File: src/rtl/rf_scoreboard_pkg.sv
// Shared constants and helpers for the register-file issue scoreboard.
package rf_scoreboard_pkg;
   localparam int NREG  = 32;
   localparam int CNT_W = 2;
   localparam int IDX_W = 5;
   localparam logic [IDX_W-1:0] REG_ZERO = 5'd0;

   // Sum of two single-bit strobes as a 0..2 count.
   function automatic logic [1:0] hit2(input logic a, input logic b);
      return {1'b0, a} + {1'b0, b};
   endfunction
endpackage

File: src/rtl/rf_scoreboard_entry.sv
// Per-register pending-writer counter: nets issues against writebacks, clamps at 0.
module sb_entry #(
   parameter int CNT_W = 2
) (
   input  logic             clk,
   input  logic             rstn,
   input  logic             clr,
   input  logic [1:0]       inc,
   input  logic [1:0]       dec,
   output logic [CNT_W-1:0] cnt,
   output logic             ready_now,
   output logic             busy,
   output logic             underflow
);
   localparam int SW = CNT_W + 2;
   localparam logic [SW-1:0] MAX_W = SW'((1 << CNT_W) - 1);

   logic [CNT_W-1:0] cnt_q, cnt_d;
   logic [SW-1:0]    sum, diff;

   always_comb begin
      sum       = SW'(cnt_q) + SW'(inc);
      diff      = '0;
      cnt_d     = cnt_q;
      underflow = 1'b0;
      if (clr) begin
         cnt_d = '0;
      end else if (sum < SW'(dec)) begin
         cnt_d     = '0;
         underflow = 1'b1;
      end else begin
         diff  = sum - SW'(dec);
         cnt_d = (diff > MAX_W) ? MAX_W[CNT_W-1:0] : diff[CNT_W-1:0];
      end
   end

   always_ff @(posedge clk) begin
      if (!rstn) begin
         cnt_q <= '0;
         busy  <= 1'b0;
      end else begin
         cnt_q <= cnt_d;
         busy  <= |cnt_d;
      end
   end

   // A writeback retiring the last pending writer this cycle counts as ready (RF bypass).
   assign ready_now = (SW'(cnt_q) <= SW'(dec));
   assign cnt       = cnt_q;
endmodule

File: src/rtl/rf_scoreboard.sv
// Dual-issue RAW/saturation hazard scoreboard for the register-file read stage.
module rf_scoreboard
   import rf_scoreboard_pkg::*;
#(
   parameter int NREG_P  = NREG,
   parameter int CNT_W_P = CNT_W
) (
   input  logic             clk,
   input  logic             rstn,
   input  logic             flush,
   input  logic             stall_in,
   input  logic             iss0_valid,
   input  logic [IDX_W-1:0] iss0_rj,
   input  logic [IDX_W-1:0] iss0_rk,
   input  logic [IDX_W-1:0] iss0_rd,
   input  logic             iss0_use_rj,
   input  logic             iss0_use_rk,
   input  logic             iss0_we,
   input  logic             iss1_valid,
   input  logic [IDX_W-1:0] iss1_rj,
   input  logic [IDX_W-1:0] iss1_rk,
   input  logic [IDX_W-1:0] iss1_rd,
   input  logic             iss1_use_rj,
   input  logic             iss1_use_rk,
   input  logic             iss1_we,
   input  logic             wb0_en,
   input  logic [IDX_W-1:0] wb0_addr,
   input  logic             wb1_en,
   input  logic [IDX_W-1:0] wb1_addr,
   output logic             grant0,
   output logic             grant1,
   output logic [NREG_P-1:0] busy,
   output logic [31:0]      stall_cycles,
   output logic             underflow_err
);
   localparam int LIM = (1 << CNT_W_P) - 1;

   logic [NREG_P-1:0][CNT_W_P-1:0] cnt;
   logic [NREG_P-1:0][1:0]         dec;
   logic [NREG_P-1:1][1:0]         inc;
   logic [NREG_P-1:0]              ready;
   logic [NREG_P-1:0]              uf;
   int                             eff0, eff1;
   logic                           src0_ok, src1_ok, raw01;

   assign cnt[0]   = '0;
   assign ready[0] = 1'b1;
   assign busy[0]  = 1'b0;
   assign uf[0]    = 1'b0;

   for (genvar r = 0; r < NREG_P; r++) begin : g_dec
      assign dec[r] = hit2(wb0_en && (wb0_addr == IDX_W'(r)), wb1_en && (wb1_addr == IDX_W'(r)));
   end

   for (genvar r = 1; r < NREG_P; r++) begin : g_ent
      assign inc[r] = hit2(grant0 && iss0_we && (iss0_rd == IDX_W'(r)),
                           grant1 && iss1_we && (iss1_rd == IDX_W'(r)));
      sb_entry #(.CNT_W(CNT_W_P)) u_ent (
         .clk       (clk),
         .rstn      (rstn),
         .clr       (flush),
         .inc       (inc[r]),
         .dec       (dec[r]),
         .cnt       (cnt[r]),
         .ready_now (ready[r]),
         .busy      (busy[r]),
         .underflow (uf[r])
      );
   end

   always_comb begin
      eff0    = int'(cnt[iss0_rd]) - int'(dec[iss0_rd]) + 1;
      eff1    = int'(cnt[iss1_rd]) - int'(dec[iss1_rd]) + 1
              + ((iss0_we && (iss0_rd == iss1_rd)) ? 1 : 0);
      src0_ok = (!iss0_use_rj || ready[iss0_rj]) && (!iss0_use_rk || ready[iss0_rk]);
      src1_ok = (!iss1_use_rj || ready[iss1_rj]) && (!iss1_use_rk || ready[iss1_rk]);
      // Slot 1 cannot see slot 0's result in the same read stage.
      raw01   = iss0_we && (iss0_rd != REG_ZERO) &&
                ((iss1_use_rj && (iss1_rj == iss0_rd)) || (iss1_use_rk && (iss1_rk == iss0_rd)));
      grant0  = rstn && !flush && !stall_in && iss0_valid && src0_ok &&
                (!(iss0_we && (iss0_rd != REG_ZERO)) || (eff0 <= LIM));
      grant1  = grant0 && iss1_valid && src1_ok && !raw01 &&
                (!(iss1_we && (iss1_rd != REG_ZERO)) || (eff1 <= LIM));
   end

   always_ff @(posedge clk) begin
      if (!rstn) begin
         stall_cycles  <= '0;
         underflow_err <= 1'b0;
      end else begin
         if (iss0_valid && !grant0) stall_cycles <= stall_cycles + 32'd1;
         if (|uf) underflow_err <= 1'b1;
      end
   end
endmodule

File: config.mk
export PLATFORM = sky130hd
export DESIGN_NAME = rf_scoreboard
export DESIGN_NICKNAME = d
export VERILOG_FILES = /design/src/rtl/rf_scoreboard_pkg.sv /design/src/rtl/rf_scoreboard_entry.sv /design/src/rtl/rf_scoreboard.sv
export SDC_FILE = /design/constraint.sdc
export NUM_CORES = 1
export LEC_CHECK = 0
export CAP_MARGIN = 10
export CORE_ASPECT_RATIO = 1.5
export CORE_MARGIN = 3
export CORE_UTILIZATION = 29
export DETAILED_ROUTE_END_ITERATION = 8
export GPL_TIMING_DRIVEN = 1
export MAX_ROUTING_LAYER = met4
export PLACE_DENSITY = 0.43
export SLEW_MARGIN = 20
export SYNTH_ARGS = -nofsm -noshare
export SYNTH_HDL_FRONTEND = slang
export SYNTH_SLANG_ARGS = --single-unit
File: constraint.sdc
create_clock -name clk -period 15.73 [get_ports clk]
set_clock_uncertainty 0.2 [all_clocks]
set_input_delay 1.573 -clock clk [delete_from_list [all_inputs] [get_ports clk]]
set_output_delay 1.573 -clock clk [all_outputs]
set_load 0.01 [all_outputs]
After elaboration in Yosys (flattened, before gate mapping)
Cells that the tools add are included.
{"block": "word_totals", "elab_cells": 794, "register_bits": 126, "inputBits": 54, "output_inout_bits": 67}
{"block": "op_classes", "eq_ne": 127, "addsub": 131, "magnitude_cmp": 101, "n_reduce_logical": 199, "muxes": 172}
{"operator": "5-bit equality test, second input constant", "count": 64}
{"operator": "2-bit two-way mux", "count": 97}
{"operator": "5-bit by 4-bit equality test with 1-bit output, second input constant", "count": 32}
{"operator": "1-bit logical AND", "count": 146}
{"operator": "1-bit by 1-bit adder with 2-bit output", "count": 63}
{"operator": "4-bit by 2-bit > comparator with 1-bit output, second input constant", "count": 31}
{"operator": "4-bit by 2-bit less-than comparator with 1-bit output", "count": 31}
{"operator": "4-bit by 2-bit subtractor with 4-bit output", "count": 31}
{"operator": "2-bit by 2-bit adder with 3-bit output", "count": 31}
{"operator": "5-bit by 3-bit equality test with 1-bit output, second input constant", "count": 16}
{"operator": "1-bit two-way mux", "count": 67}
{"operator": "2-bit less-or-equal comparator", "count": 31}
{"operator": "2-bit OR reduction", "count": 31}
{"operator": "2-bit binary-select mux with 5-bit select", "count": 4}
{"operator": "5-bit by 2-bit equality test with 1-bit output, second input constant", "count": 8}
{"operator": "5-bit by 6-bit less-than comparator with 1-bit output, second input constant", "count": 6}
{"operator": "32-bit by 1-bit adder with 32-bit output, second input constant", "count": 1}
{"operator": "31-bit OR reduction", "count": 1}
{"operator": "1-bit binary-select mux with 5-bit select", "count": 4}
{"operator": "5-bit by 1-bit equality test with 1-bit output, second input constant", "count": 4}
{"operator": "5-bit equality test", "count": 3}
{"operator": "1-bit zero test", "count": 10}
{"operator": "5-bit zero test", "count": 2}
{"operator": "5-bit nonzero test", "count": 2}
{"operator": "other kinds (6)", "count": 14}

Logic depth before layout (Yosys ltp)
{"block": "logic_depth", "ltp_word": 24, "mapped_depth": 34, "mapped_depth_nobuf": 32}

Hierarchy
From an unflattened synthesis, not the netlist that was laid out.
{"block": "hier_totals", "cells_unflattened": 1737, "area_unflattened_um2": 15102.0}
{"mod": "sb_entry (g_ent[10].u_ent ...)", "cells_each": 28, "instances": 30, "seq_area_each_um2": 60.1, "area_each_um2": 259.0}
{"mod": "rf_scoreboard", "cells_each": 869, "instances": 1, "seq_area_each_um2": 660.6, "area_each_um2": 7063.0}
{"mod": "sb_entry (g_ent[6].u_ent)", "cells_each": 28, "instances": 1, "seq_area_each_um2": 60.1, "area_each_um2": 269.0}

Worst setup path before layout
Ideal clock, no wire load.
{"block": "synth_timing", "kind": "input to register", "startpoint": "in wb0_addr[1]", "endpoint": "reg g_ent[1].u_ent.busy", "arrival_ns": 7.635, "path_stages": 31, "path_buffers": 2, "path_slack_ns": 7.772, "setup_ns": 0.123, "required_ns": 15.407, "path_cell_list": "clkbuf_1 -> nand3_1 -> nor3_1 -> ha_1 -> mux4_2 -> mux4_2 -> mux2_2 -> ha_1 -> fa_1 -> inv_1 -> ha_1 -> inv_1 -> ha_1 -> nand2_1 -> nand4b_1 -> nand2_1 -> nor4_1 -> o2111ai_4 -> buf_6 -> nor3_1 -> fa_1 -> inv_1 -> ha_1 -> inv_1 -> fa_1 -> inv_1 -> ha_1 -> nand2_1 -> nor2_1 -> nor3_1 -> or2_2"}
{"block": "synth_between", "elab_chain_cells": 24, "word_cells_on_any_way": 173, "classes_between": "add/sub (40); order compare (35); eq/ne (31); mux (15); reduce/logical (52)"}
{"element": "start, declared", "line": "rf_scoreboard.sv:27", "text": "input logic [IDX_W-1:0] wb0_addr,"}
{"element": "parallel branches: the longest is 21 deep, another holds 4-bit by 2-bit adder with 5-bit output"}
{"element": "2-bit two-way mux *", "line": "rf_scoreboard_entry.sv:28", "text": "end else if (sum < SW'(dec)) begin"}
{"element": "2-bit two-way mux *", "line": "rf_scoreboard_entry.sv:26", "text": "if (clr) begin"}
{"element": "2-bit OR reduction *", "line": "rf_scoreboard_entry.sv:43", "text": "busy <= |cnt_d;"}
{"element": "end signal, assigned", "line": "rf_scoreboard_entry.sv:43"}
{"element": "end, declared", "line": "rf_scoreboard_entry.sv:12", "text": "output logic busy,"}
Mark *: on every way between the ends. The select of a mux whose other input is x is not followed.
A chain may end at the register's enable or synchronous reset.

Final worst setup path
{"block": "layout_timing", "startpoint": "in wb1_en", "endpoint": "reg underflow_err"}
{"block": "layout_between", "elab_chain_cells": 21, "word_cells_on_any_way": 348, "classes_between": "add/sub (99); order compare (64); mux (74); reduce/logical (111)"}
{"element": "start, declared", "line": "rf_scoreboard.sv:28", "text": "input logic wb1_en,"}
{"element": "parallel branches: the longest is 20 deep, another holds 4-bit by 2-bit adder with 5-bit output"}
{"element": "31-bit OR reduction *", "line": "rf_scoreboard.sv:92", "text": "if (|uf) underflow_err <= 1'b1;"}
{"element": "end signal, assigned", "line": "rf_scoreboard.sv:89", "text": "underflow_err <= 1'b0;"}
{"element": "end signal, assigned", "line": "rf_scoreboard.sv:92"}
{"element": "end, declared", "line": "rf_scoreboard.sv:34", "text": "output logic underflow_err"}
Marks and branches as above.

==> metrics.cfg <==
[synthesis]
avgSynthCellArea_sq_um = 9.345
biggest_area_consumer_among_synthesized_cells = sky130_fd_sc_hd__dfxtp_1
synth_commonest_cells = sky130_fd_sc_hd__inv_1, sky130_fd_sc_hd__ha_1, sky130_fd_sc_hd__dfxtp_1
synth_ff_type = sky130_fd_sc_hd__dfxtp_1
synth_warnings = 0
netlist_area_sq_um = 15150
yosys_register_bits = 126
yosysMostFrequentCell = sky130_fd_sc_hd__inv_1
netlist_instances = 1621
synth.yosys.seq_area_share_pct = 16.65
synth.top_cells.by_area = sky130_fd_sc_hd__dfxtp_1, sky130_fd_sc_hd__ha_1, sky130_fd_sc_hd__mux4_2
synth_largest_type_area_fraction_pct = 16.65
synth_enable_flop_cells = 0
synthArstFlopShare_pct = 0
synth.net_count = 1966
count_of_different_cell_masters_after_synthesis = 66

[timing]
holdWs_ns = 0.2923
final_hold_violation_count = 0
post-route-period-util_pct = 62.46
maxSlewViolCount = 0
worst_slew_margin_rel_pct = 21.58
final_setup_violating_endpoints = 0
setup_total_negative_slack_ns = 0
tightest_slew_ns = 1.164
setup_repair_after_global_routing_missed_its_margin = no
max_freq_mhz = 101.8
period_needed_ns = 9.825

[pwr]
net-switching-power_uw = 331.2
proportion_of_power_drawn_by_flip_flops_and_latches_pct = 33.9
power_frac_clock_pct = 43.2
comb_power_share_pct = 22.9
power_density_nw_per_um2 = 58.91
vdd_drop_max_v = 0.00008372
internal-power_uw = 689.2
swShare_pct = 32.46
static-leakage-power_nw = 6.424

[routing]
overall_via_count_from_detail_route = 12671
detail_route.wl_per_cell_microns = 23.83
postRouteWirelength_mm = 56.25
drt_drc_violations_left = 0
viasPerCell = 5.369
iteration_count_of_the_initial_detailed_routing_pass = 5
drt_iter0_drc = 731
remaining_number_of_nets_flagged_by_the_antenna_check_after_routing = 0

[critical_path]
critPathTopFamily = simple AND/OR/NAND/NOR gates
crit_path_start_kind = primary input
path_max_fanout = 32
cp-end-kind = flip-flop
critical_path_class = primary input to flip-flop
slowest_stage = sky130_fd_sc_hd__nor4_1
crit_path_frequent_cell = sky130_fd_sc_hd__ha_1
worst_path_largest_cell_delay_ns = 0.79
crit_buf_inv = 5
arrival_ns = 9.97
worstPathRequired_ns = 15.87

[floorplan]
vertical_die_dimension_microns = 285.9
standard_cell_core_area_sq_um = 51690
die_area_sq_um = 55070
floorplan.io_pins = 121
std_cell_rows = 102
start_util_pct = 29.31
die_w_microns = 192.6

[min_path]
hp-class = flip-flop to flip-flop

[global_route]
grt_start_max_net_pins = 64
grt_overflow = 0
antenna_violations_before_repair = 1
vias_in_the_first_global_route = 13244
grt_first_pass_wirelength_mm = 84.75
grt_util_all_layers_pct = 21.50

[cts]
clk_pin_slew_ns = 0.07
clk_sink_count = 126
cts-hold-fix-buffers = 0
htreeDepth = 4
ctsLongestPathBuffers = 2
ctsRootBufferMaster = sky130_fd_sc_hd__clkbuf_16
cts_post_setup_buffers_inserted = 0
tritoncts = done
cts_inserted_buffers = 17
clock_insertion_delay_worst_skew_ns = 0.47
post_cts.resized_instances = 0

[final_layout]
drive_above_1_share_pct = 12.00
layout.cells.non_filler = 2360
fin_nets = 2016
layout.cell_area.non_filler_sq_um = 17320
number_of_antenna_repair_diodes = 0
area.growth.synth_to_final_pct = 14.34

[outcome]
run_status = completed

[placed_design]
detailedPlacementHpwl_mm = 46.68
place_congestion = 0.9392
buffer_ports.inserted = 119
post-place-cells = 2328
placed_area_sq_um = 16700

[flow_run]
drv_cap = 0

layer usage:
layer  track usage [%]  part of all wire [%]  vias to the layer above
li1                  -                     -                     5841
met3             2.758                   4.7                       99
met5                 -                     0                        -
met1             24.34                    39                     6356
met2             37.10                    51                      375
met4             10.55                   4.9                        0
through the flow:
stage          util, %  worst slack, ns  total power, mW
3_5_place_dp     32.32            5.423           0.5860
5_1_grt          33.51            5.451            1.069
6_report         33.51            5.905            1.020
4_1_cts          33.51            5.947            1.042
3_3_place_gp     32.30            5.132           0.5856
2_1_floorplan        -            7.772           0.4996
final timing paths:
path	from	to	slack [ns]	cells past startpoint
worst max-delay path	wb1_en	underflow_err	5.90	32
worst min-delay path	stall_cycles[31]	stall_cycles[31]	0.29	2
worst max register to register	g_ent[6].u_ent.cnt[0]	underflow_err	8.52	27
worst min register to register	stall_cycles[31]	stall_cycles[31]	0.29	2
cell usage in the layout, fill, tap and decap left out, types with 6 or more instances in the layout:
| cell | Yosys | final |
|---|---|---|
| sky130_fd_sc_hd__a211oi_1 | 57 | 57 |
| sky130_fd_sc_hd__a21oi_1 | 31 | 31 |
| sky130_fd_sc_hd__and2_1 | 38 | 38 |
| sky130_fd_sc_hd__buf_4 | 32 | 14 |
| sky130_fd_sc_hd__clkbuf_16 | 0 | 17 |
| sky130_fd_sc_hd__clkdlybuf4s50_1 | 0 | 115 |
| sky130_fd_sc_hd__dfxtp_1 | 126 | 126 |
| sky130_fd_sc_hd__fa_1 | 95 | 95 |
| sky130_fd_sc_hd__ha_1 | 196 | 196 |
| sky130_fd_sc_hd__inv_1 | 234 | 234 |
| sky130_fd_sc_hd__mux2_2 | 7 | 7 |
| sky130_fd_sc_hd__mux2i_1 | 14 | 14 |
| sky130_fd_sc_hd__mux4_2 | 93 | 93 |
| sky130_fd_sc_hd__nand2_1 | 80 | 80 |
| sky130_fd_sc_hd__nand2b_1 | 15 | 14 |
| sky130_fd_sc_hd__nand3_1 | 29 | 29 |
| sky130_fd_sc_hd__nand3b_1 | 6 | 6 |
| sky130_fd_sc_hd__nand4_1 | 17 | 17 |
| sky130_fd_sc_hd__nand4b_1 | 6 | 6 |
| sky130_fd_sc_hd__nor2_1 | 105 | 105 |
| sky130_fd_sc_hd__nor2b_1 | 46 | 46 |
| sky130_fd_sc_hd__nor3_1 | 46 | 46 |
| sky130_fd_sc_hd__nor3_2 | 7 | 7 |
| sky130_fd_sc_hd__nor4_1 | 14 | 13 |
| sky130_fd_sc_hd__o2111ai_1 | 6 | 6 |
| sky130_fd_sc_hd__o211ai_1 | 19 | 19 |
| sky130_fd_sc_hd__o21a_1 | 8 | 8 |
| sky130_fd_sc_hd__o21ai_0 | 48 | 48 |
| sky130_fd_sc_hd__o21ai_1 | 9 | 9 |
| sky130_fd_sc_hd__o31ai_1 | 37 | 37 |
| sky130_fd_sc_hd__or2_2 | 35 | 35 |
| sky130_fd_sc_hd__or3_1 | 18 | 18 |
| sky130_fd_sc_hd__or4_1 | 8 | 8 |
| sky130_fd_sc_hd__xor2_1 | 13 | 13 |
worst reg2reg max path, delay by kind of cell, from the launching register on:
| family | cells | cell delay, ns |
|---|---|---|
| AOI/OAI and AO/OA | 1 | 0.17 |
| DFF | 1 | 0.37 |
| adders and majority gates | 8 | 2.18 |
| and+or+nand+nor | 11 | 2.45 |
| buffers and inverters | 4 | 0.46 |
| muxes | 3 | 1.24 |
sequential cells by signal, summed over array words and instances (netlist names):
name	cells
g_ent.u_ent.busy	31
g_ent.u_ent.cnt	62
stall_cycles	32
underflow_err	1
layout make-up:
| cell class | instances | area (sq um) |
|---|---|---|
| repair buffers | 133 | 1276 |
| well taps | 676 | 845.8 |
| clock inverters | 12 | 160.2 |
| fillers | 5392 | 34370 |
| multi-input cells | 1159 | 11180 |
| clock buffers | 20 | 456.7 |
| inverters | 234 | 878.3 |
| flip-flops and latches | 126 | 2522 |
power by group through the flow:
stage	Clock (mW)	Sequential [mW]	Combinational [mW]
2_1_floorplan	0	0.348	0.152
3_3_place_gp	0	0.354	0.232
3_5_place_dp	0	0.353	0.233
4_1_cts	0.461	0.346	0.234
5_1_grt	0.467	0.348	0.254
6_report	0.441	0.346	0.233
cell families (layout without fill, tap and decap cells):
kind of cell / count (synthesis) / in the layout / synth area share (%)
and+or+nand+nor: 485 / 485 / 16.93
buffers and inverters: 336 / 399 / 9.598
adders and majority gates: 291 / 291 / 28.74
AOI/OAI and AO/OA: 252 / 252 / 11.85
DFF: 126 / 126 / 16.65
muxes: 114 / 114 / 15.27
xor gates and xnor gates: 16 / 16 / 0.9251
other: 1 / 1 / 0.02476
No activity file was read; power rests on OpenSTA's default activity.
